## src/rtl/uart_tx_scheduler_pkg.sv

```systemverilog
`default_nettype none
// ============================================================================
// Module   : uart_tx_scheduler_pkg
// Purpose  : Shared frame constants, FSM state and grant types for the UART
//            transmit scheduler.
// Revision : 1.0 - initial release
// ============================================================================
package uart_tx_scheduler_pkg;

  localparam logic [7:0] UART_HDR_POS  = 8'hA5;
  localparam logic [7:0] UART_HDR_EVT  = 8'h5A;
  localparam int         POS_FRAME_LEN = 7;
  localparam int         EVT_FRAME_LEN = 3;

  typedef enum logic [1:0] {
    TXS_IDLE = 2'd0,
    TXS_SEND = 2'd1,
    TXS_GAP  = 2'd2
  } tx_sched_state_t;

  typedef enum logic {
    GRANT_POS = 1'b0,
    GRANT_EVT = 1'b1
  } tx_grant_t;

  // Status byte of a position frame: selection in [3:2], collisions in [1:0].
  function automatic logic [7:0] pos_status(input logic [1:0] sel,
                                            input logic       p2col,
                                            input logic       p1col);
    return {4'b0000, sel, p2col, p1col};
  endfunction

endpackage
`default_nettype wire

```

## src/rtl/uart_tx_scheduler_tick_gen.sv

```systemverilog
`default_nettype none
// ============================================================================
// Module   : tick_gen
// Purpose  : Free-running periodic strobe, one cycle high every TICK_CYCLES
//            clocks (at the terminal count of the internal counter).
// Revision : 1.0 - initial release
// ============================================================================
module tick_gen #(
  parameter int TICK_CYCLES = 1_083_333
) (
  input  logic clk,
  input  logic rst,
  output logic tick
);

  localparam int c_CNT_W = (TICK_CYCLES > 1) ? $clog2(TICK_CYCLES) : 1;
  localparam logic [c_CNT_W-1:0] c_TERM = c_CNT_W'(TICK_CYCLES - 1);

  logic [c_CNT_W-1:0] r_cnt;

  assign tick = (r_cnt == c_TERM);

  // Counter wraps to zero after the terminal count.
  always_ff @(posedge clk or negedge rst) begin
    if (!rst) begin
      r_cnt <= '0;
    end else if (tick) begin
      r_cnt <= '0;
    end else begin
      r_cnt <= r_cnt + 1'b1;
    end
  end

endmodule
`default_nettype wire

```

## src/rtl/uart_tx_scheduler.sv

```systemverilog
`default_nettype none
// ============================================================================
// Module   : uart_tx_scheduler
// Purpose  : Arbitrates periodic player-state frames against one-shot event
//            frames and serialises the winner byte-by-byte into the UART TX
//            FIFO under tx_full back-pressure, never interleaving frames.
// Revision : 1.0 - initial release
// ============================================================================
module uart_tx_scheduler
  import uart_tx_scheduler_pkg::*;
#(
  parameter int TICK_CYCLES = 1_083_333
) (
  input  logic        clk,
  input  logic        rst,
  input  logic        enable,
  input  logic [7:0]  current_x_1,
  input  logic [7:0]  current_y_1,
  input  logic [7:0]  current_x_2,
  input  logic [7:0]  current_y_2,
  input  logic        player1_collision,
  input  logic        player2_collision,
  input  logic [1:0]  selected_player,
  input  logic        evt_valid,
  input  logic [7:0]  evt_code,
  output logic        evt_ready,
  input  logic        tx_full,
  output logic        wr_uart,
  output logic [7:0]  w_data,
  output logic        busy,
  output logic [15:0] frames_sent
);

  logic                           w_tick;
  logic                           w_col_rise;
  logic                           w_pos_set;
  logic                           w_pos_req;
  logic                           w_grant_pos;
  logic                           w_grant_evt;
  logic                           w_wr;
  logic                           w_frame_done;
  logic [7:0]                     w_status;
  logic [7:0]                     w_chk;
  tx_sched_state_t                w_state_nxt;

  tx_sched_state_t                r_state;
  tx_grant_t                      r_last_grant;
  logic                           r_pos_pending;
  logic                           r_p1col_d;
  logic                           r_p2col_d;
  logic [POS_FRAME_LEN-1:0][7:0]  r_shift;
  logic [2:0]                     r_idx;
  logic [2:0]                     r_len;
  logic [7:0]                     r_last_data;
  logic                           r_busy;
  logic [15:0]                    r_frames;

  tick_gen #(
    .TICK_CYCLES(TICK_CYCLES)
  ) u_tick_gen (
    .clk  (clk),
    .rst  (rst),
    .tick (w_tick)
  );

  assign w_col_rise = (player1_collision & ~r_p1col_d) | (player2_collision & ~r_p2col_d);
  assign w_pos_set  = enable & (w_tick | w_col_rise);
  assign w_pos_req  = r_pos_pending & enable;
  assign w_status   = pos_status(selected_player, player2_collision, player1_collision);
  assign w_chk      = current_x_1 ^ current_y_1 ^ current_x_2 ^ current_y_2 ^ w_status;

  assign evt_ready   = w_grant_evt;
  assign wr_uart     = w_wr;
  assign w_data      = w_wr ? r_shift[0] : r_last_data;
  assign busy        = r_busy;
  assign frames_sent = r_frames;

  // State register.
  always_ff @(posedge clk or negedge rst) begin
    if (!rst) begin
      r_state <= TXS_IDLE;
    end else begin
      r_state <= w_state_nxt;
    end
  end

  // Next-state, grant and write-strobe decode; round-robin only on contention.
  always_comb begin
    w_state_nxt  = r_state;
    w_grant_pos  = 1'b0;
    w_grant_evt  = 1'b0;
    w_wr         = 1'b0;
    w_frame_done = 1'b0;
    case (r_state)
      TXS_IDLE: begin
        if (evt_valid && w_pos_req) begin
          if (r_last_grant == GRANT_POS) begin
            w_grant_evt = 1'b1;
          end else begin
            w_grant_pos = 1'b1;
          end
        end else if (evt_valid) begin
          w_grant_evt = 1'b1;
        end else if (w_pos_req) begin
          w_grant_pos = 1'b1;
        end
        if (w_grant_evt || w_grant_pos) begin
          w_state_nxt = TXS_SEND;
        end
      end
      TXS_SEND: begin
        if (!tx_full) begin
          w_wr        = 1'b1;
          w_state_nxt = TXS_GAP;
        end
      end
      TXS_GAP: begin
        if (r_idx == r_len) begin
          w_frame_done = 1'b1;
          w_state_nxt  = TXS_IDLE;
        end else begin
          w_state_nxt = TXS_SEND;
        end
      end
      default: begin
        w_state_nxt = TXS_IDLE;
      end
    endcase
  end

  // Request tracking: collision edge detect, coalescing pending flag, last grant.
  always_ff @(posedge clk or negedge rst) begin
    if (!rst) begin
      r_p1col_d     <= 1'b0;
      r_p2col_d     <= 1'b0;
      r_pos_pending <= 1'b0;
      r_last_grant  <= GRANT_POS;
    end else begin
      r_p1col_d <= player1_collision;
      r_p2col_d <= player2_collision;
      if (!enable) begin
        r_pos_pending <= 1'b0;
      end else if (w_pos_set) begin
        r_pos_pending <= 1'b1;
      end else if (w_grant_pos) begin
        r_pos_pending <= 1'b0;
      end
      if (w_grant_evt) begin
        r_last_grant <= GRANT_EVT;
      end else if (w_grant_pos) begin
        r_last_grant <= GRANT_POS;
      end
    end
  end

  // Frame builder: snapshot payload on grant, shift one byte out per write.
  always_ff @(posedge clk or negedge rst) begin
    if (!rst) begin
      r_shift     <= '0;
      r_idx       <= '0;
      r_len       <= '0;
      r_last_data <= '0;
    end else begin
      if (w_grant_pos) begin
        r_shift <= {w_chk, w_status, current_y_2, current_x_2,
                    current_y_1, current_x_1, UART_HDR_POS};
        r_len   <= 3'(POS_FRAME_LEN);
        r_idx   <= '0;
      end else if (w_grant_evt) begin
        r_shift <= {8'h00, 8'h00, 8'h00, 8'h00, evt_code, evt_code, UART_HDR_EVT};
        r_len   <= 3'(EVT_FRAME_LEN);
        r_idx   <= '0;
      end else if (w_wr) begin
        r_shift     <= {8'h00, r_shift[POS_FRAME_LEN-1:1]};
        r_idx       <= r_idx + 3'd1;
        r_last_data <= r_shift[0];
      end
    end
  end

  // Status outputs: busy follows the FSM, frame counter wraps naturally.
  always_ff @(posedge clk or negedge rst) begin
    if (!rst) begin
      r_busy   <= 1'b0;
      r_frames <= '0;
    end else begin
      r_busy <= (w_state_nxt != TXS_IDLE);
      if (w_frame_done) begin
        r_frames <= r_frames + 16'd1;
      end
    end
  end

endmodule
`default_nettype wire
```

## config.mk

```make
export PLATFORM = sky130hd
export DESIGN_NAME = uart_tx_scheduler
export DESIGN_NICKNAME = d
export VERILOG_FILES = /design/src/rtl/uart_tx_scheduler_pkg.sv /design/src/rtl/uart_tx_scheduler_tick_gen.sv /design/src/rtl/uart_tx_scheduler.sv
export SDC_FILE = /design/constraint.sdc
export NUM_CORES = 1
export LEC_CHECK = 0
export BUFFER_PORTS_ARGS = -buffer_cell sky130_fd_sc_hd__buf_4
export CORE_MARGIN = 3
export CORE_UTILIZATION = 40
export CTS_CLUSTER_DIAMETER = 30
export DETAILED_ROUTE_END_ITERATION = 6
export SETUP_SLACK_MARGIN = 0.3
export SYNTH_ARGS = -nofsm -noshare
export SYNTH_HDL_FRONTEND = slang
export SYNTH_SLANG_ARGS = --single-unit
```

## constraint.sdc

```tcl
create_clock -name clk -period 3.4 [get_ports clk]
set_clock_uncertainty 0.15 [all_clocks]
set_input_delay 0.17 -clock clk [delete_from_list [all_inputs] [get_ports clk]]
set_output_delay 0.17 -clock clk [all_outputs]
set_load 0.05 [all_outputs]
```

# Yosys cells after proc, flatten, opt, wreduce, memory -nomap -nowiden
# Index checks and enable logic that the tools add are counted.
[word_totals]
romBits = 0
latchBits = 0
elab_cells = 80
regBits = 114
mem_bits_rw = 0
out_inout_bits = 27
memories = 0
[classes]
multipliers = 0
reduce_logical = 7
add_sub_neg = 3
bitwise = 14
shift = 0
n_eq_ne = 5
n_div = 0
order_cmp = 0
mux = 33
[op_table]
columns = ["cell", "count"]
rows = [
  ["two-way mux 56 bit", 3],
  ["XOR 8 bit", 3],
  ["adder 21 x 1 -> 21 bit (second input constant)", 1],
  ["equality test 21 bit (second input constant)", 1],
  ["two-way mux 21 bit", 1],
  ["two-way mux 1 bit", 20],
  ["adder 16 x 1 -> 16 bit (second input constant)", 1],
  ["two-way mux 3 bit", 5],
  ["two-way mux 8 bit", 1],
  ["XOR 8 x 4 -> 8 bit", 1],
  ["one-hot mux 2 bit (3 select lines)", 1],
  ["bitwise AND 1 bit", 4],
  ["two-way mux 2 bit", 2],
  ["inverter 1 bit", 4],
  ["nonzero test 2 bit", 2],
  ["adder 3 x 1 -> 3 bit (second input constant)", 1],
  ["equality test 3 bit", 1],
  ["inequality test 3 x 1 -> 1 bit (second input constant)", 1],
  ["nonzero test 3 bit", 1],
  ["equality test 2 x 1 -> 1 bit (second input constant)", 1],
  ["equality test 2 bit (second input constant)", 1],
  ["zero test 2 bit", 1],
  ["OR 1 bit", 2],
  ["AND reduction 2 bit", 1],
  ["other kinds (2)", 2],
]

# Logic depth before layout (Yosys ltp)
[depth]
ltp_word = 9
mapped_depth = 7

# Modules after synthesis
# From an unflattened synthesis, not the netlist that was laid out.
[unflattened]
cells_unflattened = 537
area_unflattened_um2 = 5347.6
[modules_own_cells]
columns = ["module", "area_per_inst_um2", "instances", "cells_per_inst"]
rows = [
  ["uart_tx_scheduler", 4309.1, 1, 442],
  ["tick_gen", 1038.5, 1, 95],
]

# Worst setup path after synthesis
# No wires, ideal clock.
[synth_timing]
path_type = "flip-flop to output port"
start = "reg r_state[1]"
end = "out w_data[0]"
path_buffers = 1
slack_ns = 1.124
required_ns = 3.080
t_arrival_ns = 1.956
path_stages_with_launch = 7
cell_sequence = "dfrtp_1 nor2_1 nand2_1 inv_2 clkbuf_1 nand2_1 nand2_1"
[synth_via]
elab_chain_len = 3
[synth_lines]
columns = ["element", "line", "text"]
rows = [
  ["start, declared", "uart_tx_scheduler.sv:46", "tx_sched_state_t r_state;"],
  ["start signal, assigned", "uart_tx_scheduler.sv:83", "r_state <= w_state_nxt;"],
  ["equality test 2 x 1 -> 1 bit", "uart_tx_scheduler.sv:94", "case (r_state)"],
  ["two-way mux 1 bit", "uart_tx_scheduler.sv:94", ""],
  ["net wr_uart", "uart_tx_scheduler.sv:28", "output logic wr_uart,"],
  ["two-way mux 8 bit", "-", ""],
  ["end, declared", "uart_tx_scheduler.sv:29", "output logic [7:0] w_data,"],
]
# The timed path passes the listed nets, and every way through them passes these cells.

# Final worst setup path
[layout_timing]
start = "reg r_state[0]"
end = "reg r_shift[23] (netlist name)"
[layout_via]
elab_chain_len = 4
word_cells_on_any_way = 8
[layout_lines]
columns = ["element", "line", "text"]
rows = [
  ["zero test 2 bit", "uart_tx_scheduler.sv:94", ""],
  ["two-way mux 1 bit", "uart_tx_scheduler.sv:94", ""],
  ["two-way mux 56 bit", "uart_tx_scheduler.sv:169", "end else if (w_grant_evt) begin"],
  ["two-way mux 56 bit", "uart_tx_scheduler.sv:164", "if (w_grant_pos) begin"],
  ["end signal, assigned", "uart_tx_scheduler.sv:165", "r_shift <= {w_chk, w_status, current_y_2, current_x_2,"],
  ["end signal, assigned", "uart_tx_scheduler.sv:170", "r_shift <= {8'h00, 8'h00, 8'h00, 8'h00, evt_code, evt_code, UART_HDR_EVT};"],
  ["end signal, assigned", "uart_tx_scheduler.sv:174", "r_shift <= {8'h00, r_shift[POS_FRAME_LEN-1:1]};"],
  ["end, declared", "uart_tx_scheduler.sv:51", "logic [POS_FRAME_LEN-1:0][7:0] r_shift;"],
]
# Several ways; a longest one is shown, not always the timed one.
# A chain may end at the register's enable or synchronous reset.

==> impl_metrics.json <==
{
  "cts_root_buffer": "clkbuf_16",
  "dp_slack_ns": 1.27,
  "cts_sinks": 113,
  "portBuffers": 75,
  "fmax_ghz": 0.360,
  "ant_nets": 0,
  "grt_max_degree": 53,
  "place.gp.congestion": 0.803,
  "cts_setup_buffers": 0,
  "synth_top_area_frac": 0.531,
  "relSlewSlack": 0.328,
  "synthTopCellsByCount": "dfrtp_1, nand2_1, nor2_1",
  "synth_fa_ha_area_frac": 0.00939,
  "layout_setup_ws_ns": 0.622,
  "placed_area_um2": 6020,
  "p_seq_frac": 0.355,
  "netlist_area_um2": 5330,
  "clk_pin_slew_worst_paths_ns": 0.05,
  "clockPowerShare": 0.313,
  "cts_buffer_depth": 2,
  "drc": 0,
  "synthCells": 527,
  "synth-xor-area-share": 0.104,
  "num-fill-cells": 1143,
  "cp-endpoint": "r_shift[23]$_DFFE_PN0P_",
  "ys_seq_area_frac": 0.531,
  "switchingPower_uw": 1920,
  "arrival_ns": 2.95,
  "core_um2": 12800,
  "peakVddDrop_mv": 0.389,
  "drv_slew": 0,
  "drv_cap": 0,
  "synth_seq_cells": 113,
  "netlist_top_cells_area": "dfrtp_1, xnor2_1, nand2_1, nor2_1, a21oi_1",
  "crit_path_start": "r_state[0]$_DFF_PN0_",
  "antenna_found_initial": 1,
  "synth.distinct_cells": 50,
  "synth-simple-area-share": 0.179,
  "layout.nets": 710,
  "synth-compound-area-share": 0.140,
  "viasPerCell": 5.25,
  "finalCritPeriodShare": 0.817,
  "dr.pass1.iters": 7,
  "avgSynthCellArea_um2": 10.1,
  "grt_pass1_wl_um": 22300,
  "tightest_slew_ns": 1.00,
  "cts.repair.resized": 0,
  "ios": 76,
  "yosysTopAreaCell": "dfrtp_1",
  "finalHoldViolations": 0,
  "rrSetupSlack_ns": 0.62,
  "crit_type": "register to register",
  "swShare": 0.344,
  "cp_max_fo": 22,
  "finalSetupViolations": 0,
  "leakagePower_uw": 0.00321,
  "drt_wl_total_um": 13200,
  "syn_to_final_growth_pct": 34.5,
  "status": "complete, no violations",
  "min_period_ns": 2.78,
  "rsz0062_at_grt": "false",
  "drtIter0Drc": 304,
  "cts_tree": "done",
  "die_width_um": 121,
  "tns_ns": 0,
  "die_y_um": 121,
  "routedWlPerCell_um": 15.7,
  "grt_pass1_vias": 4458,
  "combPwrFrac": 0.332,
  "r2r-start": "r_state[0]$_DFF_PN0_",
  "p_int_uw": 3660,
  "design_area_um2": 7170,
  "timing.rr.end": "r_shift[23]$_DFFE_PN0P_",
  "synth_mux_area_frac": 0.00211,
  "drive_gt1_frac": 0.185,
  "cp-start-kind": "register",
  "rows": 41,
  "async_flop_share": 1.00,
  "cp-end-kind": "register",
  "start_util": 0.415,
  "synth_top_family_by_area": "simple AND/OR/NAND/NOR gates",
  "synth-edff-count": 0,
  "insertion_delay_ns": 0.41,
  "cp.required_ns": 3.57,
  "synth.most_common_cell": "dfrtp_1",
  "cts_hold_buf": 55,
  "die_area_um2": 14700,
  "hold_path_class": "primary input to register",
  "reg2reg_depth": 5,
  "powerDensity_nw_per_um2": 778,
  "synth_fp_nets": 580,
  "grt_use_total": 0.191,
  "cts_htree_levels": 4,
  "synth.yosys.warnings": 0,
  "synth_flop_cell": "dfrtp_1",
  "numCtsBuffers": 17,
  "grt-ovfl-total": 0,
  "vias": 4424,
  "dp_hpwl_um": 8130
}
flip-flops by register name, indices dropped and copies added, names as in the netlist:
register          cells
r_shift              56
u_tick_gen.r_cnt     21
frames_sent          16
r_last_data           8
r_idx                 3
r_len                 2
r_state               2
busy                  1
r_last_grant          1
r_p1col_d             1
r_p2col_d             1
r_pos_pending         1
worst max-delay path: stages, from the launching register on:
cell and delay, ns:
dfrtp_1 0.49, or3b_4 0.46, a31oi_4 0.58, a222oi_1 0.23
dlygate4sd3_1 0.59, a21oi_1 0.18
per-stage QoR:
step                power [uW]  instances  utilization  hold slack [ns]
global route              5940        843        0.559            0.103
floorplan                 3170        527            -           -0.276
CTS                       5590        842        0.559           0.0436
finish                    5580        843        0.559           0.0534
global placement          3570        755        0.470          0.00799
detailed placement        3630        755        0.470           0.0155
placed cells by master (no fill, tap or decap), types with 5 or more instances in the layout:
master	n
nand3_1	21
a221oi_1	9
o21ai_0	11
nand4_1	12
nor2_1	60
inv_1	11
dlygate4sd3_1	55
and3_1	5
a21oi_1	43
dfrtp_1	113
xnor2_1	48
a222oi_1	16
buf_4	83
a22o_1	8
clkbuf_16	17
xor2_1	15
nand2_1	79
worst min-delay path by stage:
stage | from | end | slack [ns] | cells past startpoint
finish | evt_valid | r_len[1]$_DFFE_PN0N_ | 0.05 | 4
global route | evt_valid | r_len[1]$_DFFE_PN0N_ | 0.10 | 4
CTS | evt_valid | r_len[1]$_DFFE_PN0N_ | 0.04 | 4
detailed placement | rst | r_last_data[3]$_DFFE_PN0P_ | 0.02 | 1
global placement | rst | r_last_data[3]$_DFFE_PN0P_ | 0.008 | 1
floorplan | rst | busy$_DFF_PN0_ | -0.28 | 0
power by group through the flow:
stage	Clock [uW]	Combinational [uW]	Sequential, uW
2_1_floorplan	0	1210	1960
4_1_cts	1770	1850	1970
3_5_place_dp	0	1640	1990
6_report	1750	1850	1980
3_3_place_gp	0	1600	1970
5_1_grt	1850	2060	2020
kinds of logic after synthesis:
kind of cell,after synthesis
buffers and inverters,39
muxes,1
DFF,113
xor gates and xnor gates,63
adders and majority gates,4
and+or+nand+nor,203
AOI/OAI and AO/OA,104
metal layers:
layer | vias to the layer above | GRT usage | share of wire
li1 | 2108 | - | -
met1 | 2195 | 0.255 | 0.45
met2 | 105 | 0.302 | 0.50
met3 | 16 | 0.0415 | 0.037
met4 | 0 | 0.0784 | 0.015
met5 | - | 0 | 0
layout make-up:
class,instances,area (um^2),area share
multi-input cells,375,2310,0.323
repair buffers,138,1170,0.164
flip-flops and latches,113,2830,0.394
well taps,172,215,0.0300
clock buffers,23,488,0.0681
clock inverters,9,104,0.0145
inverters,12,45.0,0.00628
diodes,1,2.50,0.000349
Note: power is estimated with default switching activity, not from simulation.
